### src/rtl/serial_tree_comparator.sv
// Sequential MSB-first magnitude comparator for two unsigned operands.
// One 2-bit digit pair is examined per clock; the first unequal digit
// decides the result. Reports M (a > b) and I (a == b) behind a
// start/ready/done handshake.
module serial_tree_comparator #(
  parameter int WIDTH      = 8,
  parameter bit EARLY_EXIT = 1'b1
) (
  input  logic             clk,
  input  logic             rst_n,
  input  logic             start,
  input  logic [WIDTH-1:0] a,
  input  logic [WIDTH-1:0] b,
  output logic             ready,
  output logic             busy,
  output logic             done,
  output logic             M,
  output logic             I
);

  localparam int D     = WIDTH / 2;
  localparam int IDX_W = (D > 1) ? $clog2(D) : 1;

  typedef enum logic {
    IDLE,
    COMPARE
  } state_t;

  state_t           state;
  state_t           state_nxt;
  logic [WIDTH-1:0] a_reg;
  logic [WIDTH-1:0] b_reg;
  logic [IDX_W-1:0] idx;
  logic             decided;
  logic             res_m;

  logic [1:0]       ad;
  logic [1:0]       bd;
  logic             dig_gt;
  logic             dig_eq;
  logic             last_digit;
  logic             finish;
  logic             fin_m;
  logic             fin_i;

  // Pure 2-bit unsigned compare slice: returns {greater, equal}.
  function automatic logic [1:0] dig_cmp(input logic [1:0] x, input logic [1:0] y);
    logic gt;
    logic eq;
    gt = (x[1] & ~y[1]) | ((x[1] ~^ y[1]) & x[0] & ~y[0]);
    eq = (x[1] ~^ y[1]) & (x[0] ~^ y[0]);
    return {gt, eq};
  endfunction

  // Digit-pair select and compare; decides whether this edge ends the scan.
  always_comb begin
    ad         = a_reg[2*int'(idx) +: 2];
    bd         = b_reg[2*int'(idx) +: 2];
    {dig_gt, dig_eq} = dig_cmp(ad, bd);
    last_digit = (idx == '0);
    // Without early exit the scan always runs to digit 0; an earlier
    // unequal digit has already frozen the result in decided/res_m.
    finish     = (state == COMPARE) && (last_digit || (EARLY_EXIT && !dig_eq));
    fin_m      = decided ? res_m : dig_gt;
    fin_i      = decided ? 1'b0  : dig_eq;
  end

  // State register.
  always_ff @(posedge clk or negedge rst_n) begin
    if (!rst_n) begin
      state <= IDLE;
    end else begin
      state <= state_nxt;
    end
  end

  // Next-state logic.
  always_comb begin
    state_nxt = state;
    case (state)
      IDLE:    if (start)  state_nxt = COMPARE;
      COMPARE: if (finish) state_nxt = IDLE;
      default: state_nxt = IDLE;
    endcase
  end

  // Operand capture, digit index, frozen result and published outputs.
  always_ff @(posedge clk or negedge rst_n) begin
    if (!rst_n) begin
      a_reg   <= '0;
      b_reg   <= '0;
      idx     <= '0;
      decided <= 1'b0;
      res_m   <= 1'b0;
      done    <= 1'b0;
      M       <= 1'b0;
      I       <= 1'b0;
    end else begin
      done <= 1'b0;
      case (state)
        IDLE: begin
          if (start) begin
            a_reg   <= a;
            b_reg   <= b;
            idx     <= IDX_W'(D - 1);
            decided <= 1'b0;
            res_m   <= 1'b0;
            M       <= 1'b0;
            I       <= 1'b0;
          end
        end
        COMPARE: begin
          if (finish) begin
            M    <= fin_m;
            I    <= fin_i;
            done <= 1'b1;
          end else begin
            idx <= idx - 1'b1;
            if (!decided && !dig_eq) begin
              decided <= 1'b1;
              res_m   <= dig_gt;
            end
          end
        end
        default: ;
      endcase
    end
  end

  assign ready = (state == IDLE);
  assign busy  = (state == COMPARE);

endmodule
### config.mk
export PLATFORM = sky130hd
export DESIGN_NAME = serial_tree_comparator
export DESIGN_NICKNAME = d
export VERILOG_FILES = /design/src/rtl/serial_tree_comparator.sv
export SDC_FILE = /design/constraint.sdc
export NUM_CORES = 1
export LEC_CHECK = 0
export CAP_MARGIN = 20
export CORE_MARGIN = 1.5
export CORE_UTILIZATION = 29
export DETAILED_ROUTE_END_ITERATION = 6
export SKIP_LAST_GASP = 1
export SYNTH_ARGS = -nofsm -noshare
export SYNTH_HDL_FRONTEND = slang
export SYNTH_SLANG_ARGS = --single-unit
### constraint.sdc
create_clock -name clk -period 3.5 [get_ports clk]
set_input_delay 0.875 -clock clk [delete_from_list [all_inputs] [get_ports clk]]
set_output_delay 0.875 -clock clk [all_outputs]
set_load 0.01 [all_outputs]
==> results.yml <==
run_status:
  status: "finished clean"
detailed_routing:
  drt_wl_total_mm: 2.236
  drc_errors: 0
  vias: 855
  via_per_inst: 4.548
  ant_nets: 0
  drt_iter0_drc: 35
  dr.pass1.iters: 4
  wl_per_cell_um: 11.89
power:
  cellPowerDensity_mw_per_mm2: 855.1
  ir_drop_uv: 254.5
  power.leakage_nw: 0.7435
timing:
  rsz0062_at_grt: "false"
  slew_viol_final: 0
  layout_min_cycle_time_ns: 2.248
  fmax_ghz: 0.4448
  setup_ws_ns: 1.252
  fin_skew_ns: 0.003746
  tns_ns: 0
  hold_violations: 0
  slew_headroom: 0.6008
  tightest_slew_ns: 0.5976
  setup_viol: 0
  period_share: 0.6423
global_route:
  grt_first_pass_wirelength_mm: 3.843
  grt_pass1_vias: 905
  antenna_found_initial: 0
  overflow: 0
  grt_usage: 0.1168
  grt_max_degree: 25
critical_path:
  crit_path_end_kind: "output port"
  reg2reg_slack_ns: 1.29
  timing.rr.end: "M"
  cp.arrival_ns: 1.37
  regToRegStartpoint: "idx[0]"
  critical_path_class: "register to output port"
  cp_max_fo: 4
  reg2regPathDepth: 6
  worstSetupStartpointType: "register"
  cp.required_ns: 2.62
synthesis:
  ys_types: 24
  yosysWarnings: 0
  seq_area_frac_synth: 0.5269
  syn_inst: 115
  syn_avg_cell_area_um2: 9.912
  syn_area_mm2: 0.001140
  syn_nets: 136
  ys_ff_latch: 24
final_layout:
  nFillCells: 391
  antenna_cells: 0
  drive_above_1_share: 0.08571
  final_common_cell: "nand2_1"
  layout_common_cells: "nand2_1 (53), dfrtp_1 (24), clkdlybuf4s50_1 (23)"
  fin_cells: 188
  nNetsFinal: 162
  final_area_mm2: 0.001494
  syn_to_final_growth_pct: 31.06
  utilization: 0.4020
floorplanning:
  die_w_um: 65.70
  die_area_mm2: 0.004316
  die_h_um: 65.70
  core_area_mm2: 0.003716
  ioPinCount: 24
  rows: 22
  start_util: 0.3067
clock_network:
  cts-resized-gates: 0
  cts.sinks: 24
  cts.path.max_buffers: 2
  post-cts-setup-buffers: 0
  cts_tree: "built"
  clk_latency_ns: 0.27
  clockRootBuffer: "clkbuf_8"
  htree_num_levels: 1
  numCtsBuffers: 3
  cts.clk_slew.worst_paths_ns: 0.09
  cts_hold_buf: 0
job:
  maxCapViolations: 0
placement:
  placedCellCount: 184
  gp_congestion: 0.7164
  placed_cell_area_mm2: 0.001423
  post-dp-hpwl_mm: 1.694
  io_buffers: 23
  dp_slack_ns: 1.167
worst_hold_path:
  min_to: "a_reg[3]"
  hp-start: "a_reg[3]"
  holdPathStages: 2
  hold_path.class: "register to register"
[per-stage QoR]
stage               hold WS, ns  power (W)
global route             0.5136   0.001377
global placement         0.4568   0.001030
floorplan                0.4373  0.0008879
CTS                      0.4845   0.001300
detailed placement       0.4622   0.001051
finish                   0.4795   0.001278
[where the power goes]
group	switching, W	internal (W)	total [W]
logic	0.000267	0.000285	0.000552
clock network	0.0000894	0.000153	0.000242
registers	0.0000905	0.000393	0.000483
[cells by family after synthesis]
kind of cell               Yosys count  synth area share
adders and majority gates            2           0.02195
DFF                                 24            0.5269
xor gates and xnor gates             4           0.03073
buffers and inverters                8           0.03293
and+or+nand+nor                     66            0.2514
AOI/OAI and AO/OA                    4           0.03513
muxes                                7            0.1010
[critical path, stage by stage (launching register included)]
cell             delay [ns]
dfrtp_1                0.41
inv_1                  0.14
clkdlybuf4s50_1        0.55
[worst max path at each step]
| stage | start | to | slack (ns) | cells past startpoint |
|---|---|---|---|---|
| CTS | busy | ready | 1.24 | 2 |
| global route | idx[0] | M | 1.16 | 6 |
| global placement | start | b_reg[0] | 1.18 | 5 |
| detailed placement | start | b_reg[3] | 1.17 | 5 |
| floorplan | idx[0] | I | 1.53 | 6 |
| finish | busy | ready | 1.25 | 2 |
[per-layer routing]
| metal | global-route usage | share of wire | vias to the layer above |
|---|---|---|---|
| met5 | 0 | 0 | - |
| met4 | 0.04688 | 0.017 | 0 |
| met3 | 0.02568 | 0.047 | 5 |
| met2 | 0.2045 | 0.49 | 22 |
| met1 | 0.1376 | 0.45 | 411 |
| li1 | - | - | 417 |
[cells in the mapped netlist]
cell      count  area, µm²
a21oi_1       1      5.000
a21oi_4       1      16.27
and2b_2       1      8.760
and3b_2       1      10.01
buf_6         1      11.26
clkbuf_1      3      11.26
dfrtp_1      24      600.6
ha_1          2      25.02
inv_1         3      11.26
inv_2         1      3.750
mux2i_1       4      40.04
mux4_1        2      52.55
mux4_2        1      22.52
nand2_1      53      198.9
nand2b_1      1      6.260
nand3_1       1      5.000
nand3b_1      2      15.01
nor2_1        2      7.510
nor2b_1       3      18.77
nor3b_1       1      7.510
o211a_1       1      10.01
o41ai_1       1      8.760
or3b_2        1      8.760
xnor2_1       4      35.03
[cell type report]
cell class,instances,area [µm²],area share
sequential,24,600.6,0.4020
multi-input combinational,83,501.7,0.3358
timing repair buffer,25,245.2,0.1642
tap,48,60.06,0.04020
clock buffer,3,41.29,0.02764
clock inverter,1,30.03,0.02010
inverter,4,15.01,0.01005
Power figures use the tool's default switching activity.
